**src/rtl/alu_seq_pkg.sv**
```systemverilog
// rtl/alu_seq_pkg.sv - shared state, opcode and destination encodings for the ALU writeback sequencer
package alu_seq_pkg;

  typedef logic [2:0] state_t;

  localparam state_t IDLE   = 3'd0;
  localparam state_t DECODE = 3'd1;
  localparam state_t SETTLE = 3'd2;
  localparam state_t WRITE  = 3'd3;
  localparam state_t DONE   = 3'd4;

  localparam logic [3:0] ALU_PREFIX = 4'b1000;

  localparam logic [2:0] FN_ADD  = 3'b000;
  localparam logic [2:0] FN_INC  = 3'b001;
  localparam logic [2:0] FN_AND  = 3'b010;
  localparam logic [2:0] FN_OR   = 3'b011;
  localparam logic [2:0] FN_XOR  = 3'b100;
  localparam logic [2:0] FN_NOT  = 3'b101;
  localparam logic [2:0] FN_SHL  = 3'b110;
  localparam logic [2:0] FN_NULL = 3'b111;

  localparam logic DEST_A = 1'b0;
  localparam logic DEST_D = 1'b1;

  // Only the adder-based functions produce a meaningful carry-out.
  function automatic logic carry_qualified(input logic [2:0] fctn);
    return (fctn == FN_ADD) || (fctn == FN_INC);
  endfunction

endpackage

```
**src/rtl/condition_code_register.sv**
```systemverilog
// rtl/condition_code_register.sv - zero/sign/carry flag flops with load enable and carry qualify
module condition_code_register (
  input  logic clk,
  input  logic rst_n,
  input  logic load_i,
  input  logic carry_qual_i,
  input  logic zero_i,
  input  logic sign_i,
  input  logic carry_i,
  output logic cc_zero_o,
  output logic cc_sign_o,
  output logic cc_carry_o
);

  logic zero_q;
  logic sign_q;
  logic carry_q;

  always_ff @(posedge clk or negedge rst_n) begin
    if (!rst_n) begin
      zero_q  <= 1'b0;
      sign_q  <= 1'b0;
      carry_q <= 1'b0;
    end else if (load_i) begin
      zero_q  <= zero_i;
      sign_q  <= sign_i;
      carry_q <= carry_i & carry_qual_i;
    end
  end

  assign cc_zero_o  = zero_q;
  assign cc_sign_o  = sign_q;
  assign cc_carry_o = carry_q;

endmodule

```
**src/rtl/alu_writeback_sequencer.sv**
```systemverilog
// rtl/alu_writeback_sequencer.sv - sequences one ALU instruction and writes its result into A or D
module alu_writeback_sequencer
  import alu_seq_pkg::*;
#(
  parameter int SETTLE_CYCLES = 2
) (
  input  logic       clk,
  input  logic       rst_n,
  input  logic [7:0] instr,
  input  logic       instr_valid,
  output logic       instr_ready,
  input  logic [7:0] alu_result,
  input  logic       alu_zero,
  input  logic       alu_sign,
  input  logic       alu_carry,
  output logic [2:0] fctn_code,
  output logic       alu_enable,
  input  logic       ext_load_a,
  input  logic       ext_load_d,
  input  logic [7:0] ext_data,
  output logic [7:0] a_reg,
  output logic [7:0] d_reg,
  output logic       cc_zero,
  output logic       cc_sign,
  output logic       cc_carry,
  output logic       done,
  output logic       err
);

  localparam logic [3:0] SETTLE_LOAD = 4'(SETTLE_CYCLES - 1);

  state_t     state_q, state_d;
  logic [2:0] fff_q, fff_d;
  logic       dest_q, dest_d;
  logic       illegal_q, illegal_d;
  logic [3:0] cnt_q, cnt_d;
  logic [2:0] fctn_q, fctn_d;
  logic [7:0] a_q, a_d;
  logic [7:0] d_q, d_d;
  logic       wr_en;

  assign wr_en = (state_q == WRITE) && (fff_q != FN_NULL);

  always_comb begin
    state_d   = state_q;
    fff_d     = fff_q;
    dest_d    = dest_q;
    illegal_d = illegal_q;
    cnt_d     = cnt_q;
    fctn_d    = fctn_q;
    case (state_q)
      IDLE: begin
        if (instr_valid) begin
          fff_d     = instr[2:0];
          dest_d    = instr[3];
          illegal_d = (instr[7:4] != ALU_PREFIX);
          state_d   = DECODE;
        end
      end
      DECODE: begin
        if (illegal_q) begin
          state_d = IDLE;
        end else begin
          fctn_d  = fff_q;
          cnt_d   = SETTLE_LOAD;
          state_d = SETTLE;
        end
      end
      SETTLE: begin
        if (cnt_q == 4'd0) state_d = WRITE;
        else               cnt_d   = cnt_q - 4'd1;
      end
      WRITE:   state_d = DONE;
      DONE:    state_d = IDLE;
      default: state_d = IDLE;
    endcase
  end

  // External loads go first so a same-cycle ALU write to that register overrides them.
  always_comb begin
    a_d = a_q;
    d_d = d_q;
    if (ext_load_a) a_d = ext_data;
    if (ext_load_d) d_d = ext_data;
    if (wr_en) begin
      if (dest_q == DEST_A) a_d = alu_result;
      else                  d_d = alu_result;
    end
  end

  always_ff @(posedge clk or negedge rst_n) begin
    if (!rst_n) begin
      state_q   <= IDLE;
      fff_q     <= 3'd0;
      dest_q    <= DEST_A;
      illegal_q <= 1'b0;
      cnt_q     <= 4'd0;
      fctn_q    <= 3'd0;
      a_q       <= 8'd0;
      d_q       <= 8'd0;
    end else begin
      state_q   <= state_d;
      fff_q     <= fff_d;
      dest_q    <= dest_d;
      illegal_q <= illegal_d;
      cnt_q     <= cnt_d;
      fctn_q    <= fctn_d;
      a_q       <= a_d;
      d_q       <= d_d;
    end
  end

  condition_code_register u_ccr (
    .clk          (clk),
    .rst_n        (rst_n),
    .load_i       (wr_en),
    .carry_qual_i (carry_qualified(fff_q)),
    .zero_i       (alu_zero),
    .sign_i       (alu_sign),
    .carry_i      (alu_carry),
    .cc_zero_o    (cc_zero),
    .cc_sign_o    (cc_sign),
    .cc_carry_o   (cc_carry)
  );

  assign instr_ready = (state_q == IDLE);
  assign alu_enable  = (state_q == SETTLE) || (state_q == WRITE);
  assign done        = (state_q == DONE);
  assign err         = (state_q == DECODE) && illegal_q;
  assign fctn_code   = fctn_q;
  assign a_reg       = a_q;
  assign d_reg       = d_q;

endmodule

```
**config.mk**
```make
export PLATFORM = sky130hd
export DESIGN_NAME = alu_writeback_sequencer
export DESIGN_NICKNAME = d
export VERILOG_FILES = /design/src/rtl/alu_seq_pkg.sv /design/src/rtl/condition_code_register.sv /design/src/rtl/alu_writeback_sequencer.sv
export SDC_FILE = /design/constraint.sdc
export NUM_CORES = 1
export LEC_CHECK = 0
export CORE_MARGIN = 4
export CORE_UTILIZATION = 39
export DETAILED_ROUTE_END_ITERATION = 16
export PLACE_DENSITY = 0.7
export SKIP_CTS_REPAIR_TIMING = 1
export SYNTH_ARGS = -nofsm -noshare
export SYNTH_HDL_FRONTEND = slang
export SYNTH_SLANG_ARGS = --single-unit
```
**constraint.sdc**
```tcl
create_clock -name clk -period 1.7 [get_ports clk]
set_input_delay 0.17 -clock clk [delete_from_list [all_inputs] [get_ports clk]]
set_output_delay 0.17 -clock clk [all_outputs]
set_load 0.05 [all_outputs]
```
==> flow_summary.ini, run 1 <==
[route]
ant_nets = 0
initialDrtViolationCount = 71
avgRoutedWirePerCell_um = 16.9
drc = 0
vias = 1216
viasPerCell = 5.11
detail_route.wirelength_um = 4010
drtPass1Iterations = 4

[global_route]
first_global_vias = 1378
grt.overflow.total = 0
grt_max_degree = 35
grt_pass1_wl_um = 6460
grt.total_usage_pct = 15.4
antenna_found_initial = 0

[cts]
insertion_delay_ns = 0.28
numCtsBuffers = 5
cts_tree = done
cts.sinks = 34
cts.path.max_buffers = 2
cts_max_level = 2
clk_pin_slew_ns = 0.07
root_buffer = clkbuf_8

[setup_path]
start_kind = register
cpLargestDelayFamily = buffers and inverters
slowest_stage = clkdlybuf4s50_1
cp_cell_sequence = clkdlybuf4s50_1
worst-path-buf-inv = 1
critPathArrivalTime_ns = 1.46
max_stage_delay_ns = 0.81
worstPathRequired_ns = 1.53
crit_fanout = 2
critical_path_class = reg -> out
end_kind = output port

[timing]
min_period_over_period_pct = 95.6
worst_slew_pin_slew_ns = 0.523
tns_ns = 0
max_freq_ghz = 0.615
whs_ns = 0.300
slew_viol_final = 0
fin_skew_ns = 0.00367
finalSetupViolCount = 0
hold_viol_final = 0
setup_ws_ns = 0.0746
slew-limit-headroom_pct = 65.0
final.min_clock_period_ns = 1.63
rsz0062_at_grt = no

[placement]
place.gp.congestion = 0.804
dpl_worst_slack_ns = -0.0515
hpwl_um = 3160
place_area_um2 = 2410
io_buffer_count = 57

[yosys]
yosysSeqAreaShare_pct = 50.0
synth_fp_nets = 155
yosysWarnings = 0
ys_types = 34
synth_seq_cells = 34
postSynthCellCount = 121
syn_area_per_cell_um2 = 14.1
syn_area_um2 = 1700

[layout]
antenna_cells = 0
fin_nets = 221
drive_gt1_share_pct = 42.6
finish.instance_area_um2 = 2540
syn_to_final_growth_pct = 49.4
fillers = 328

[power]
p_switching_mw = 1.63
peakVddDrop_mv = 1.04
sw_frac_of_total_pct = 40.2
pwr-share-comb_pct = 50.5
p_seq_share_pct = 31.9
intPower_mw = 2.43
pwr-share-clk_pct = 17.6
leakage_nw = 1.07
power.density_nw_per_um2 = 1600

[floorplan]
die_h_um = 74.1
rows = 23
coreArea_um2 = 4120
die_x_um = 74.1
pin_count = 58
initial_core_util_pct = 41.4
dieArea_um2 = 5490

[min_path]
hold_class = in -> async

[status]
status = finished clean

[flow_run]
drv_cap = 0
==> cells in the mapped netlist <==
master,n,share of area (%)
ha_1,2,1.5
or3b_4,1,0.66
or2_2,1,0.37
o22a_1,1,0.51
a22o_1,1,0.51
or2b_1,1,0.44
nand3_1,2,0.59
buf_1,1,0.22
mux2i_1,1,0.59
nor2_1,3,0.66
clkbuf_1,1,0.22
a21oi_2,1,0.51
nor2b_4,1,0.81
or3b_2,1,0.51
buf_4,1,0.44
buf_6,3,2.0
nand2b_1,1,0.37
o21ai_0,1,0.29
nand4_4,1,1.2
nor4_1,1,0.37
a21oi_1,2,0.59
nor4b_4,2,2.8
a221oi_1,1,0.51
and2_1,1,0.37
a21o_1,1,0.44
and3_1,1,0.37
dfrtp_1,34,50
nor4b_1,1,0.51
inv_1,3,0.66
and4bb_2,1,0.73
mux2_2,42,28
and4b_1,1,0.59
nor3_1,2,0.59
nor3b_1,3,1.3
==> layout make-up <==
cell class	count	area (µm²)	share of cell area [%]
timing repair buffer	65	688	27.0
inverter	3	11.3	0.442
sequential	34	851	33.4
clock inverter	3	40.0	1.57
multi-input combinational	78	823	32.4
clock buffer	5	68.8	2.70
tap	50	62.6	2.46
==> logic make-up (layout without fill, tap and decap cells) <==
family / count (synthesis) / after routing / synth area share (%)
buffers and inverters: 9 / 76 / 3.53
AND/OR/NAND/NOR: 25 / 25 / 13.3
AO/OA/AOI/OAI: 8 / 8 / 3.38
multiplexers: 43 / 43 / 28.4
adder cells (fa/ha/maj): 2 / 2 / 1.47
flip-flops: 34 / 34 / 50.0
==> cells in the final DEF, fill, tap and decap left out, types with 2 or more instances in the layout <==
| master | n |
|---|---|
| clkdlybuf4s50_1 | 50 |
| mux2_2 | 42 |
| dfrtp_1 | 34 |
| buf_4 | 9 |
| buf_12 | 6 |
| clkbuf_8 | 5 |
| nor2_1 | 3 |
| nand3_1 | 2 |
| nor3b_2 | 2 |
| inv_1 | 2 |
| or3b_4 | 2 |
| nor4b_4 | 2 |
| clkinv_2 | 2 |
==> metal layers <==
layer	wire (µm)	vias up	global-route usage (%)
li1	-	578	-
met3	122	2	3.24
met4	25	0	4.83
met5	0	-	0
met2	2250	28	27.5
met1	1610	608	18.4
==> per-stage QoR <==
step                util, %  instances  power [mW]
CTS                    61.3        238        4.07
finish                 61.8        238        4.07
global placement       58.7        230        3.27
floorplan                 -        121        2.59
global route           61.8        238        4.28
detailed placement     58.7        230        3.34
==> power groups by stage <==
stage / sequential (mW) / combinational [mW] / clock (mW)
6_report: 1.30 / 2.05 / 0.717
5_1_grt: 1.34 / 2.16 / 0.776
4_1_cts: 1.29 / 2.03 / 0.741
3_5_place_dp: 1.31 / 2.03 / 0
3_3_place_gp: 1.29 / 1.97 / 0
2_1_floorplan: 1.71 / 0.881 / 0
==> final timing paths <==
path / startpoint / to / slack [ns] / cells past startpoint
worst max-delay path: a_reg[5]$_DFF_PN0_ / a_reg[5] / 0.07 / 1
worst min-delay path: rst_n / dest_q$_DFFE_PN0P_ / 0.30 / 2
worst max register to register: state_q[1]$_DFFE_PN0P_ / a_reg[4]$_DFF_PN0_ / 0.10 / 4
worst min register to register: fctn_code[2]$_DFFE_PN0P_ / fctn_code[2]$_DFFE_PN0P_ / 0.50 / 1
max in group asynchronous: rst_n / d_reg[7]$_DFF_PN0_ / 1.09 / 2
min in group clk: fctn_code[2]$_DFFE_PN0P_ / fctn_code[2]$_DFFE_PN0P_ / 0.50 / 1
Power figures use the tool's default switching activity.
==> run 2: changes to the inputs <==
- CORE_MARGIN: 4 -> 2
==> run 2 against run 1 <==
Count of clock-buffer cells in the layout is 2 higher. Critical path depth stayed put. Largest power group unchanged. Maximum frequency hardly changed. Critical path type unchanged. Power is 0.35% lower. Sequential share of layout area is 0.13 points higher. Cell count is 0.42% higher. Register-to-register slack worse by 0.02 ns. Non-clock buffer count is 1 lower. First-iteration DRC count is 28% lower. Combinational power hardly changed.
==> flow_summary.ini, run 2 (synthesis results as in run 1) <==
[timing]
min_period_over_period_pct = 95.5
max_freq_ghz = 0.616
hold_viol_final = 0
rsz0062_at_grt = no
slew-limit-headroom_pct = 66.2
fin_skew_ns = 0.00334
worst_slew_pin_slew_ns = 0.505
slew_viol_final = 0
setup_ws_ns = 0.0757
finalSetupViolCount = 0
final.min_clock_period_ns = 1.62

[route]
initialDrtViolationCount = 51
drc = 0
vias = 1209
detail_route.wirelength_um = 3680
ant_nets = 0
viasPerCell = 5.06
avgRoutedWirePerCell_um = 15.4
drtPass1Iterations = 4

[power]
leakage_nw = 1.05
peakVddDrop_mv = 1.11
pwr-share-comb_pct = 50.1
power_mw = 4.05
sw_frac_of_total_pct = 39.9
pwr-share-clk_pct = 17.8
p_seq_share_pct = 32.1
p_switching_mw = 1.62
power.density_nw_per_um2 = 1590
intPower_mw = 2.44

[global_route]
grt.overflow.total = 0
first_global_vias = 1250
grt_pass1_wl_um = 6560
grt_max_degree = 35
antenna_found_initial = 0
grt.total_usage_pct = 16.9

[setup_path]
start_kind = register
cpLargestDelayFamily = buffers and inverters
slowest_stage = clkdlybuf4s50_1
crit_fanout = 2
end_kind = output port
critPathArrivalTime_ns = 1.45
cp_cell_sequence = clkdlybuf4s50_1
ff2ff_setup_slack_ns = 0.08
critical_path_class = reg -> out
worst-path-buf-inv = 1
worstPathRequired_ns = 1.53
max_stage_delay_ns = 0.81

[cts]
numCtsBuffers = 5
cts_max_level = 2
root_buffer = clkbuf_8
insertion_delay_ns = 0.28
cts.sinks = 34
cts_tree = done
clk_pin_slew_ns = 0.07
cts.path.max_buffers = 2

[floorplan]
die_x_um = 70.1
die_h_um = 70.1
pin_count = 58
coreArea_um2 = 4290
rows = 24
initial_core_util_pct = 39.7
dieArea_um2 = 4910

[placement]
place.gp.congestion = 0.754
dp_cells = 231
io_buffer_count = 57
place_area_um2 = 2420
dpl_worst_slack_ns = -0.0206
hpwl_um = 2730

[min_path]
hold_class = in -> async

[layout]
final_cell_mix = clkdlybuf4s50_1, mux2_2, dfrtp_1, buf_12
syn_to_final_growth_pct = 49.3
fillers = 335
fin_nets = 220
antenna_cells = 0
final_common_cell = clkdlybuf4s50_1
drive_gt1_share_pct = 40.1
fin_cells = 239
finish.instance_area_um2 = 2540

[flow_run]
drv_cap = 0

[status]
status = finished clean
==> run 2: metrics by stage <==
| stage | hold WS [ns] | TNS, ns | util [%] |
|---|---|---|---|
| after detailed placement | 0.494 | -0.0294 | 56.3 |
| after global placement | 0.489 | 0 | 56.3 |
| final | 0.290 | 0 | 59.2 |
| after CTS | 0.310 | -0.0690 | 58.8 |
| after global routing | 0.328 | 0 | 59.2 |
| after floorplan | -0.126 | -0.00794 | - |
==> run 2: worst paths after layout <==
| path | start | endpoint | depth (start not counted) |
|---|---|---|---|
| worst max-delay path | fctn_code[2]$_DFFE_PN0P_ | fctn_code[2] | 1 |
| worst min-delay path | rst_n | d_reg[2]$_DFF_PN0_ | 2 |
| worst min register to register | u_ccr.cc_carry_o$_DFFE_PN0N_ | u_ccr.cc_carry_o$_DFFE_PN0N_ | 1 |
| max in group asynchronous | rst_n | state_q[1]$_DFFE_PN0P_ | 2 |
| worst max register to register | cnt_q[1]$_DFFE_PN0P_ | cnt_q[3]$_DFFE_PN0P_ | 5 |
| min in group clk | alu_zero | u_ccr.cc_zero_o$_DFFE_PN0N_ | 2 |
==> run 2: power by group through the flow <==
| stage | Clock (mW) | Sequential [mW] | Combinational [mW] |
|---|---|---|---|
| after floorplan | 0 | 1.71 | 0.881 |
| after global placement | 0 | 1.28 | 1.96 |
| after detailed placement | 0 | 1.31 | 2.01 |
| after CTS | 0.735 | 1.30 | 2.02 |
| after global routing | 0.782 | 1.34 | 2.15 |
| final | 0.720 | 1.30 | 2.03 |
==> run 2: layer usage <==
| metal | vias up | wire (µm) | global-route usage (%) |
|---|---|---|---|
| li1 | 572 | - | - |
| met1 | 580 | 1630 | 23.2 |
| met2 | 51 | 1680 | 24.6 |
| met3 | 6 | 317 | 6.64 |
| met4 | 0 | 54 | 5.13 |
| met5 | - | 0 | 0 |
==> run 2: area by class of cell <==
| class | instances | area [µm²] | area share [%] |
|---|---|---|---|
| sequential | 34 | 853 | 33.6 |
| multi-input combinational | 78 | 818 | 32.2 |
| timing repair buffer | 64 | 688 | 27.1 |
| clock buffer | 7 | 76.3 | 3.00 |
| tap | 52 | 65.1 | 2.56 |
| clock inverter | 1 | 30.0 | 1.18 |
| inverter | 3 | 11.3 | 0.443 |
==> run 2: worst reg2reg max path: stages (launching register included) <==
cell and delay, ns:
dfrtp_1 0.41, inv_1 0.13, ha_4 0.16, or3b_2 0.46, and3_1 0.16, o22a_1 0.19
